### src/rtl/fpm_seq.sv
// fpm_seq: sequential IEEE-754 binary32 multiplier.
// Shift-add mantissa product, RNE rounding, flush-to-zero, handshaked in/out.
module fpm_seq (
  input  logic        clk,
  input  logic        rst,
  input  logic        in_valid,
  output logic        in_ready,
  input  logic [31:0] a,
  input  logic [31:0] b,
  output logic        out_valid,
  input  logic        out_ready,
  output logic [31:0] fp_z,
  output logic        nan,
  output logic        inf,
  output logic        zer
);

  typedef enum logic [1:0] {IDLE, MUL, NORM, DONE} state_t;

  state_t state, state_n;

  logic               sgn, s_nan, s_inf, s_zer;
  logic [23:0]        ma, mb;
  logic [47:0]        prod;
  logic [4:0]         cnt;
  logic signed [9:0]  e_r;
  logic [22:0]        mant;
  logic               grd, stk;

  logic accept, xfer;
  assign accept = in_valid & in_ready;
  assign xfer   = out_valid & out_ready;

  // operand classification, only consumed on accept
  logic a_z, a_i, a_n, b_z, b_i, b_n;
  logic c_nan, c_inf, c_zer, c_sp;
  assign a_z = (a[30:23] == 8'h00);
  assign b_z = (b[30:23] == 8'h00);
  assign a_i = (a[30:23] == 8'hFF) & (a[22:0] == 23'd0);
  assign b_i = (b[30:23] == 8'hFF) & (b[22:0] == 23'd0);
  assign a_n = (a[30:23] == 8'hFF) & (a[22:0] != 23'd0);
  assign b_n = (b[30:23] == 8'hFF) & (b[22:0] != 23'd0);
  assign c_nan = a_n | b_n | (a_i & b_z) | (b_i & a_z);
  assign c_inf = ~c_nan & (a_i | b_i);
  assign c_zer = ~c_nan & ~c_inf & (a_z | b_z);
  assign c_sp  = c_nan | c_inf | c_zer;

  logic signed [9:0] e_sum;
  assign e_sum = $signed({2'b00, a[30:23]})
               + $signed({2'b00, b[30:23]})
               - 10'sd127;

  logic [24:0] psum;
  assign psum = {1'b0, prod[47:24]}
              + (mb[0] ? {1'b0, ma} : 25'd0);

  always_ff @(posedge clk or posedge rst) begin
    if (rst) state <= IDLE;
    else     state <= state_n;
  end

  always_comb begin
    state_n  = state;
    in_ready = 1'b0;
    unique case (state)
      IDLE: begin
        in_ready = 1'b1;
        if (in_valid) state_n = c_sp ? DONE : MUL;
      end
      MUL:  if (cnt == 5'd23) state_n = NORM;
      NORM: state_n = DONE;
      DONE: if (xfer) state_n = IDLE;
      default: state_n = IDLE;
    endcase
  end

  // rounding and range check on the normalized mantissa
  logic               up, sp;
  logic [23:0]        rsum;
  logic signed [9:0]  e_f;
  logic               r_nan, r_inf, r_zer;
  logic [31:0]        z_c;

  always_comb begin
    up    = grd & (stk | mant[0]);
    rsum  = {1'b0, mant} + {23'd0, up};
    e_f   = e_r + $signed({9'd0, rsum[23]});
    sp    = s_nan | s_inf | s_zer;
    r_nan = s_nan;
    r_inf = s_inf | (~sp & (e_f >= 10'sd255));
    r_zer = s_zer | (~sp & (e_f < 10'sd255) & (e_f <= 10'sd0));
    z_c   = {sgn, e_f[7:0], rsum[22:0]};
    if (r_nan)      z_c = 32'h7FC0_0000;
    else if (r_inf) z_c = {sgn, 8'hFF, 23'd0};
    else if (r_zer) z_c = {sgn, 31'd0};
  end

  always_ff @(posedge clk or posedge rst) begin
    if (rst) begin
      sgn       <= 1'b0;
      s_nan     <= 1'b0;
      s_inf     <= 1'b0;
      s_zer     <= 1'b0;
      ma        <= '0;
      mb        <= '0;
      prod      <= '0;
      cnt       <= '0;
      e_r       <= '0;
      mant      <= '0;
      grd       <= 1'b0;
      stk       <= 1'b0;
      out_valid <= 1'b0;
      fp_z      <= '0;
      nan       <= 1'b0;
      inf       <= 1'b0;
      zer       <= 1'b0;
    end else begin
      if (accept) begin
        sgn   <= a[31] ^ b[31];
        s_nan <= c_nan;
        s_inf <= c_inf;
        s_zer <= c_zer;
        ma    <= {1'b1, a[22:0]};
        mb    <= {1'b1, b[22:0]};
        prod  <= '0;
        cnt   <= '0;
        e_r   <= e_sum;
      end
      if (state == MUL) begin
        prod <= {psum, prod[23:1]};
        mb   <= mb >> 1;
        cnt  <= cnt + 5'd1;
      end
      if (state == NORM) begin
        mant <= prod[47] ? prod[46:24] : prod[45:23];
        grd  <= prod[47] ? prod[23] : prod[22];
        stk  <= prod[47] ? |prod[22:0] : |prod[21:0];
        e_r  <= e_r + $signed({9'd0, prod[47]});
      end
      // first DONE cycle registers the result; held until transfer
      if (state == DONE && !out_valid) begin
        out_valid <= 1'b1;
        fp_z      <= z_c;
        nan       <= r_nan;
        inf       <= r_inf;
        zer       <= r_zer;
      end
      if (xfer) out_valid <= 1'b0;
    end
  end

endmodule

### config.mk
export PLATFORM = sky130hd
export DESIGN_NAME = fpm_seq
export DESIGN_NICKNAME = d
export VERILOG_FILES = /design/src/rtl/fpm_seq.sv
export SDC_FILE = /design/constraint.sdc
export NUM_CORES = 1
export LEC_CHECK = 0
export ABC_AREA = 0
export CORE_MARGIN = 2
export CORE_UTILIZATION = 50
export CTS_CLUSTER_DIAMETER = 50
export DETAILED_ROUTE_END_ITERATION = 7
export PLACE_DENSITY = 0.82
export REMOVE_ABC_BUFFERS = 1
export SYNTH_ARGS = -nofsm -noshare
export SYNTH_HDL_FRONTEND = slang
export SYNTH_SLANG_ARGS = --single-unit
### constraint.sdc
create_clock -name clk -period 9.6 [get_ports clk]
set_input_delay 2.88 -clock clk [delete_from_list [all_inputs] [get_ports clk]]
set_output_delay 2.88 -clock clk [all_outputs]
set_load 0.1 [all_outputs]
# Word level (Yosys, flattened, before mapping)
# Cells that the tools add are included.
# Widths: inputs -> output; s select.
# totals
regBits	178
# classes
addsub	7
order_cmp	3
eq_ne	9
mux	23
n_bitwise	31
n_reduce_logical	15
# ops
operator	n
$mux 48	2
$mux 24	3
$mux 31	2
$logic_not 23->1	2
$reduce_bool 23->1	2
$mux 32	1
$add 24x24->25	1
$add 23x1->24	1
$mux 23	1
$reduce_or 23->1	1
$reduce_or 22->1	1
$add 10x2->10	2
$mux 10	2
$eq 8x8->1 const B	2
$logic_not 8->1	2
$and 1x1->1	15
$or 1x1->1	12
$ge 10x9->1 const B	1
$le 10x1->1 const B	1
$lt 10x9->1 const B	1
$mux 5	2
$sub 9x7->10 const B	1
$add 8x8->9	1
$mux 2	4
14 further kinds	25

# Logic depth before layout (Yosys ltp)
# depth
word_depth	14
depth_mapped	18
mapped_depth_nobuf	17

# Worst setup path before layout
# Ideal clock, no wire load.
# synth_path
path_type	input port to flip-flop
startpoint	input a[24]
endpoint	register e_r[7]
setup_ns	0.087
arrival_ns	4.689
required_time_ns	9.513
slack_ns	4.824
cell_stages	10
n_path_buf	0
cell_sequence	ha_1 ha_1 fa_1 a21o_1 a21oi_1 o21bai_1 a21o_1 nand2_1 nand3b_1 a22oi_1
# synth_via
elab_chain_cells	4
# synth_rtl
item	line_no	source
start: declaration	8	input logic [31:0] a,
$add 8x8->9	50	+ $signed({2'b00, b[30:23]})
$sub 9x7->10	51	- 10'sd127;
$mux 10	118	if (accept) begin
$mux 10	134	if (state == NORM) begin
end signal: assignment	127	e_r <= e_sum;
end signal: assignment	138	e_r <= e_r + $signed({9'd0, prod[47]});
end: declaration	26	logic signed [9:0] e_r;
# Every way passes these cells. The select of a mux whose other input is x is not followed.
# A chain may end at the register's enable or synchronous reset.

# Worst setup path in the final report
# layout_path
startpoint	register state[1]
endpoint	output in_ready
# layout_via
elab_chain_cells	2
# layout_rtl
item	line_no	source
start: declaration	20	state_t state, state_n;
start signal: assignment	59	else state <= state_n;
$logic_not 2->1	65	unique case (state)
$mux 1	65	
end: declaration	7	output logic in_ready,
# Every way passes these cells.

==> metrics list <==
- Routed wire length: 22.3 mm
- Crit path DAT: approximately 2.5 ns
* Max IR drop VDD: about 0.16 mV
- In this run the remaining antenna-violating nets after routing total 0.
* Unrepaired setup endpoints after global routing: false
- The path with the worst hold slack has its endpoint at ma[5].
- Post-synthesis async set-or-reset flop share: 1.00
- Detailed Route Iter0 Violations: roughly 600
* Count of boundary I/O pins: around 110
* Vias in the first global route: 7912
- EDFF count, synth: 0
* Relative slew margins: 0.199
- Delay of the slowest critical-path stage: 1.20 ns
* Required time of the critical path: roughly 6.7 ns
- For the finished layout, the period the worst path requires is 5.41 ns.
- Cell count of the worst hold path: 2
- The number of gates resized after CTS was 0.
- Cell count along the critical path: 3
- Achievable Freq: about 0.18 GHz
- Net count, final: approximately 1300
* Width of the die: between 100 and 150 µm
- Clock-pin slew was measured on the worst setup and hold paths at 0.07 ns.
* Critical R2R Launch: mant[0]
- Routability-driven placement finished with a final weighted congestion of between 0.8 and 0.9.
- Later-pin clock latency in the skew report: about 0.44 ns
- Row generation in the floorplan step produced a little over 50 rows.
- Of all nets on the critical path, the largest fanout is 8.
- The fraction of the mapped netlist area in compound gates is 0.149.
- Hold wc startpoint: ma[5]
* Via density: around 5.6
* Leakage Power: around 5.1 nW
- Together, buffers and inverters on the worst path number 2.
- Excluding fillers, the count of instances in the completed layout stands at between 1000 and 1500.
- Core region area: between 15000 and 20000 µm²
* Simple logic cell fraction of the synthesized area: 0.215
- Synth cell types: 73
- Proportion of layout cells with a drive suffix above 1: 0.0668
- For this configuration, the core starts out at a cell density of 0.513.
- Synth Flop Type: sky130_fd_sc_hd__dfrtp_1
* Number of antenna diodes: 0
- Worst-path cell chain: inv_1, ha_1, clkdlybuf4s50_1
- TritonCTS built the clock tree.
* Overall via count from detail_route: 8211
- Area contributors post-synth: sky130_fd_sc_hd__dfrtp_1, sky130_fd_sc_hd__nand2_1, sky130_fd_sc_hd__ha_1, sky130_fd_sc_hd__mux2i_1, sky130_fd_sc_hd__o21ai_0
- Setup slack on the worst reg-to-reg path comes out at slightly above 5 ns.
- Final critical-path share of the clock period: 0.563
- Cell depth of the worst flop-to-flop path: 17
* Die Outline Area: around 21000 µm²
* Post-synthesis share of cell area spent on xor and xnor gates: 0.0469
- Average wire per standard cell: 15.1 µm
- sky130_fd_sc_hd__dfrtp_1 takes more of the synthesized area than any other cell.
* Pins over their slew limit: 0
- For this run, the total global-route usage over all layers was measured as 0.217.
- Final clock skew: just under 0.01 ns
- Hold Violations, Final: 0
- Area growth, synth to finish: 18.0%
- After clock tree synthesis, the setup repair step added 0 buffers.
* Global route total overflow: 0
- Layout fillers: roughly 1700
- Final hold slack: between 0.4 and 0.5 ns
- Outcome: complete, no violations
- Wire length of the first global-routing pass: about 38 mm
* Top delay family on crit path: buffers and inverters
- Most common cell in the synthesized netlist: sky130_fd_sc_hd__nand2_1
* Post-synth top area share: 0.442
- Initial antenna violation count: 0
* Half-perimeter wire length after placement: roughly 16 mm
- The pre-antenna-repair detailed-routing pass consisted of 5 iterations.
- Input and output buffers added on the ports amount to 104.
- The tightest min-delay check is of the flop to flop type.
- Sinks on the clock net: roughly 180
- Dividing total power by cell area gives a power density of around 330 nW/µm².
- The synthesized design contains around 180 register bits.
* Cells after synthesis: about 1100
* Die height: 146 µm
* Main combinational cell family by area after synthesis: simple AND/OR/NAND/NOR gates
- Kind of end point of the critical path: primary output
- In this run the deepest clock path goes through 2 buffers.
- Type of the worst setup path: flop to primary output
* Slowest cell on the critical path: sky130_fd_sc_hd__clkdlybuf4s50_1
* Largest net degree at the start of global routing: approximately 130
* Most used standard cells in the synthesized netlist: sky130_fd_sc_hd__nand2_1, sky130_fd_sc_hd__dfrtp_1, sky130_fd_sc_hd__o21ai_0
- Portion of netlist area occupied by mux cells: 0.0497
* Number of warnings issued by yosys: 0
* Number of clock buffers inserted by TritonCTS: 17
* Category of the worst setup path launch point: flop
* # setup viols final: 0
- Worst reg2reg endpoint: fp_z[20]
- At the end of the flow the core is filled with cells to 0.605.
- The H-tree generated during clock tree synthesis spans 4 levels.
- After clock tree synthesis, the flow added hold-fix buffers numbering 0.
- For the pin with the worst max-slew slack, the measured transition is about 1.2 ns.
* Cell area after synthesis: 10100 µm²
* Adder-Cell Fraction of Synth Area: 0.0660
* TNS Setup: 0 ns
- Sequential area share after synthesis: 0.442
- Average footprint of a synthesized cell: between 8 and 9 µm²
* CTS root buf: sky130_fd_sc_hd__clkbuf_16
- Placed Cells incl. Taps: between 1000 and 1500
- After detailed routing, the number of remaining DRC violations is 0.
* Max-cap viol count: 0
-- cell usage in the layout (no fill, tap or decap), types with 20 or more instances in the layout --
cell type	n
sky130_fd_sc_hd__xnor2_1	31
sky130_fd_sc_hd__nor2_1	71
sky130_fd_sc_hd__a21oi_1	58
sky130_fd_sc_hd__clkdlybuf4s50_1	104
sky130_fd_sc_hd__o21ai_2	20
sky130_fd_sc_hd__inv_1	22
sky130_fd_sc_hd__ha_1	48
sky130_fd_sc_hd__nand3_1	31
sky130_fd_sc_hd__xor2_1	23
sky130_fd_sc_hd__mux2i_1	49
sky130_fd_sc_hd__and2_1	28
sky130_fd_sc_hd__nand2_1	239
sky130_fd_sc_hd__dfrtp_1	178
sky130_fd_sc_hd__o21ai_0	92
-- stage by stage --
step	setup slack, ns	instance area (µm²)	power (mW)
finish	4.19	11900	3.93
global route	4.12	11900	4.20
CTS	4.19	11900	3.94
detailed placement	4.16	11300	3.23
global placement	4.27	11300	3.16
floorplan	1.89	9850	2.75
-- sequential cells by signal, summed over array words and instances (netlist names), 2 cells and up --
| register | count |
|---|---|
| state | 2 |
| prod | 48 |
| cnt | 5 |
| e_r | 10 |
| mb | 24 |
| mant | 23 |
| ma | 24 |
| fp_z | 32 |
-- worst min-delay path: cells and delay by family, from the launching register on --
kind	cells	cell delay (ns)
simple gates	2	0.10
flops	1	0.34
-- how the worst max path moves through the flow --
stage,startpoint,end,slack (ns)
2_1_floorplan,rst,cnt[0],1.89
3_3_place_gp,b[24],e_r[7],4.27
3_5_place_dp,b[24],e_r[7],4.16
4_1_cts,state[1],in_ready,4.19
5_1_grt,state[1],in_ready,4.12
6_report,state[1],in_ready,4.19
-- logic make-up (layout without fill, tap and decap cells) --
group | after synthesis | in the layout
multiplexers | 50 | 50
buffers and inverters | 77 | 167
XOR/XNOR | 54 | 54
AO/OA/AOI/OAI | 243 | 243
AND/OR/NAND/NOR | 469 | 469
flip-flops | 178 | 178
adder cells (fa/ha/maj) | 52 | 52
-- routing by layer --
layer,vias to the layer above,track usage,routed length (µm)
li1,4085,-,-
met1,3909,0.306,10300
met2,190,0.347,10600
met3,27,0.0344,1050
met4,0,0.0636,367
met5,-,0,0
-- power breakdown --
group,switching [mW],internal (mW)
sequential,0.287,1.06
clock,0.308,0.395
combinational,1.24,0.638
-- layout make-up --
| cell class | instances | area, µm² | share of cell area |
|---|---|---|---|
| clock buffers | 19 | 443 | 0.0372 |
| inverters | 23 | 91.3 | 0.00768 |
| well taps | 265 | 332 | 0.0279 |
| repair buffers | 112 | 1100 | 0.0925 |
| multi-input cells | 868 | 5330 | 0.448 |
| flip-flops and latches | 178 | 4450 | 0.374 |
| clock inverters | 13 | 151 | 0.0127 |
Power figures use the tool's default switching activity.
==> RTL change 1, RTL diff (config.mk and constraints unchanged) <==
Encoding of `state_t`: now one-hot (4 bits for 4 states).
--- a/src/rtl/fpm_seq.sv
+++ b/src/rtl/fpm_seq.sv
@@ -16,5 +16,5 @@
 );
 
-  typedef enum logic [1:0] {IDLE, MUL, NORM, DONE} state_t;
+  typedef enum logic [3:0] {IDLE = 4'b0001, MUL = 4'b0010, NORM = 4'b0100, DONE = 4'b1000} state_t;
 
   state_t state, state_n;
Function: no difference found for any inputs over 10 cycles, from zero or initial values and one cycle with rst high; not proved beyond that.
==> RTL change 1 against the original RTL <==
Register-to-register slack better by 0.19 ns. Sequential cell count increased by 2. Synthesized area fell by 0.78%. Sequential share of layout area rose by 0.70 points. Total power fell by 28%. Global-route usage up 0.17 points. Non-clock buffer count shrank 1. Routed wire length grew 2.4%. Final cell count up 1.2%. Setup slack got worse by 0.37 ns. Design area fell by 0.69%. Critical path type unchanged. Largest power group is now sequential cells.
==> RTL change 1: results (changes against the original RTL) <==
| Metric | Value |
|---|---|
| Clk. pwr | 0.734 mW (was 0.703 mW) |
| Overall routing resource usage | 21.8% (was 21.7%) |
| Synth Instances | 1,147 (was 1,123) |
| Hold path cells | 1 (was 2) |
| Sequential-to-total area share from yosys stat | 45.0% (was 44.2%) |
| Post-DR vias/cell | 5.62 (was 5.56) |
| Fill count | 1,683 (was 1,722) |
| Worst path arrival time | 2.89 ns (was 2.53 ns) |
| Commonest cells in the netlist | 264 x nand2_1, 179 x dfrtp_1, 94 x nor2_1 (was 240 x nand2_1, 178 x dfrtp_1, 92 x o21ai_0) |
| Max IR drop VDD | 0.152 mV (was 0.164 mV) |
| Final net count | 1,334 (was 1,320) |
| Reg2Reg Setup Slack | 5.25 ns (was 5.06 ns) |
| Leakage | 5.16 nW (was 5.10 nW) |
| DP Cell Count | 1,464 (was 1,446) |
| Min cycle time layout | 5.77 ns (was 5.41 ns) |
| Hold_ws | 0.462 ns (was 0.471 ns) |
| Yosys cell types | 65 (was 73) |
| Post-Place Worst Slack | 3.74 ns (was 4.16 ns) |
| RR Endpoint | fp_z[15] (was fp_z[20]) |
| Post-detail-place hpwl | 15,700 um (was 15,900 um) |
| Status | completed (unchanged) |
| Iteration-0 DRC Markers | 626 (was 593) |
| Vias | 8,402 (was 8,211) |
| Reg power frac | 39.6% (was 34.3%) |
| Hold EP | ma[23] (was ma[5]) |
| Share of cells above drive strength 1 | 5.36% (was 6.68%) |
| Adder-Cell Fraction of Synth Area | 6.15% (was 6.60%) |
| Top post-synthesis cells by area | dfrtp_1 45%, nand2_1 9.9%, ha_1 5.8% (was dfrtp_1 44%, nand2_1 8.9%, ha_1 6.2%) |
| Synth Area in Compound Gates | 14.7% (was 14.9%) |
RTL change 1: cell types whose count changed after synthesis, sizes merged, moves of 7 or more:
cell and change:
mux2i -24, nand2 +24, o21ai -24, nor2 +23
a31oi +22, or3 -8, a211oi -7
RTL change 1: layout make-up:
type / count / area (um2) / share of cell area [%]
clock buffer: 17 / 425 / 3.60
clock inverter: 15 / 191 / 1.62
inverter: 24 / 95.1 / 0.805
multi-input combinational: 884 / 5170 / 43.8
sequential: 180 / 4510 / 38.1
tap: 265 / 332 / 2.81
timing repair buffer: 111 / 1090 / 9.25
RTL change 1: per-layer routing:
metal  wire length, um  track usage, %  share of wire (%)  up-vias
li1                  -               -                  -     4109
met1             10300            29.3                 45     4015
met2             10800            35.7                 47      241
met3              1140            3.79                5.0       37
met4               585            8.19                2.6        0
met5                 0               0                  0        -
RTL change 1: worst max-delay path, stage by stage (launching register included):
cell and delay, ns:
dfstp_2 0.58, nor4b_1 0.61, clkdlybuf4s50_1 1.27
==> RTL change 2, RTL diff (same settings) <==
Without the edit above. Make the reset (`rst`) synchronous in 2 clocked blocks.
--- a/src/rtl/fpm_seq.sv
+++ b/src/rtl/fpm_seq.sv
@@ -55,5 +55,5 @@
               + (mb[0] ? {1'b0, ma} : 25'd0);
 
-  always_ff @(posedge clk or posedge rst) begin
+  always_ff @(posedge clk) begin
     if (rst) state <= IDLE;
     else     state <= state_n;
@@ -96,5 +96,5 @@
   end
 
-  always_ff @(posedge clk or posedge rst) begin
+  always_ff @(posedge clk) begin
     if (rst) begin
       sgn       <= 1'b0;
Behaviour: differs if rst is asserted again (counterexample within 4 cycles, from zero or initial values and one cycle with rst high); with rst held inactive, the same outputs for 10 cycles.
==> RTL change 2 against the original RTL <==
Sequential share of layout area shrank 6.3 points. Critical path type unchanged. Synthesized area shrank 3.2%. Setup slack gained 0.14 ns. Routed wire length grew 0.12%. Count of clock-buffer cells in the layout shrank 1. Hold slack lost 0.020 ns. Sequential cell count is the same. Design area shrank 3.8%. Largest cell class unchanged.
Power is not compared: it rests on default switching activity, and its combinational part moved more than twofold at a synthesized area within 25%.
==> RTL change 2: results (changes against the original RTL) <==
| Metric | Value |
|---|---|
| Met2 GRT Util | 34.9% (was 34.7%) |
| Hold EP | ma[18] (was ma[5]) |
| CTS Buf Count | 17 (unchanged) |
| Hold_ws | 0.450 ns (was 0.471 ns) |
| Total power draw | 2.41 mW |
| Fin worst setup slack | 4.33 ns (was 4.19 ns) |
| Wirelength per Cell | 14.1 um (was 15.1 um) |
| Port bufs | 104 (unchanged) |
| Worst path arrival time | 2.39 ns (was 2.53 ns) |
| First-pass GRT wire length | 37,000 um (was 38,500 um) |
| Status | completed (unchanged) |
| Synth warnings | 0 (unchanged) |
| Wire length on met1 | 10,600 um (was 10,300 um) |
| Final hold violations | 0 (unchanged) |
| Iteration-0 DRC Markers | 788 (was 593) |
| FFs w/ async S/R, synth | 0% (was 100%) |
| Met3 wire length | 1080 um (was 1050 um) |
| RR Endpoint | fp_z[29] (was fp_z[20]) |
| Slew headroom | 20.4% (was 19.9%) |
| Synth Instances | 1,253 (was 1,123) |
| Post-detail-place hpwl | 15,800 um (was 15,900 um) |
| Reg2Reg Setup Slack | 5.46 ns (was 5.06 ns) |
| Clock skew | 0.0103 ns (was 0.00987 ns) |
| DP Cell Count | 1,553 (was 1,446) |
| R2r startpoint | mant[0] (unchanged) |
| Grt met3 use | 3.47% (was 3.44%) |
| Share of cells above drive strength 1 | 5.61% (was 6.68%) |
| Hold Path Origin | ma[18] (was ma[5]) |
| Reg2reg path depth | 14 (was 17) |
| CP startpoint | state[1] (unchanged) |
| CP endpoint | in_ready (unchanged) |
| Placed inst area | 10,900 um2 (was 11,300 um2) |
| Met2 Wirelength | 10,300 um (was 10,600 um) |
| Vias in the first global route | 7,805 (was 7,912) |
| Placer congestion estimate | 0.904 (was 0.871) |
| Pin count of the biggest net entering global routing | 111 (was 128) |
| Sequential-to-total area share from yosys stat | 36.5% (was 44.2%) |
| Vias | 8,731 (was 8,211) |
-- RTL change 2: cell count changes in the layout (fill, tap and decap cells not counted), sizes merged, moves of 6 or more --
cell / change
dfrtp: -178
dfxtp: +178
nor2: +105
a21oi: +77
o21ai: -65
nand2: -46
a211oi: +30
mux2i: -20
nor3: +14
a21o: +11
nand3: -11
nand4: +10
o22ai: -6
-- RTL change 2: kinds of logic after synthesis --
family | after synthesis | synth area share (%)
AO/OA/AOI/OAI | 297 | 19.2
XOR/XNOR | 61 | 5.55
adder cells (fa/ha/maj) | 52 | 6.82
buffers and inverters | 103 | 4.41
flip-flops | 178 | 36.5
multiplexers | 29 | 2.97
AND/OR/NAND/NOR | 533 | 24.5
-- RTL change 2: cell type report --
class / instances / area [um2] / share of cell area (%)
timing repair buffer: 113 / 1110 / 9.67
clock buffer: 18 / 439 / 3.84
inverter: 25 / 93.8 / 0.820
multi-input combinational: 972 / 5790 / 50.6
clock inverter: 13 / 123 / 1.07
tap: 265 / 332 / 2.90
sequential: 178 / 3560 / 31.1
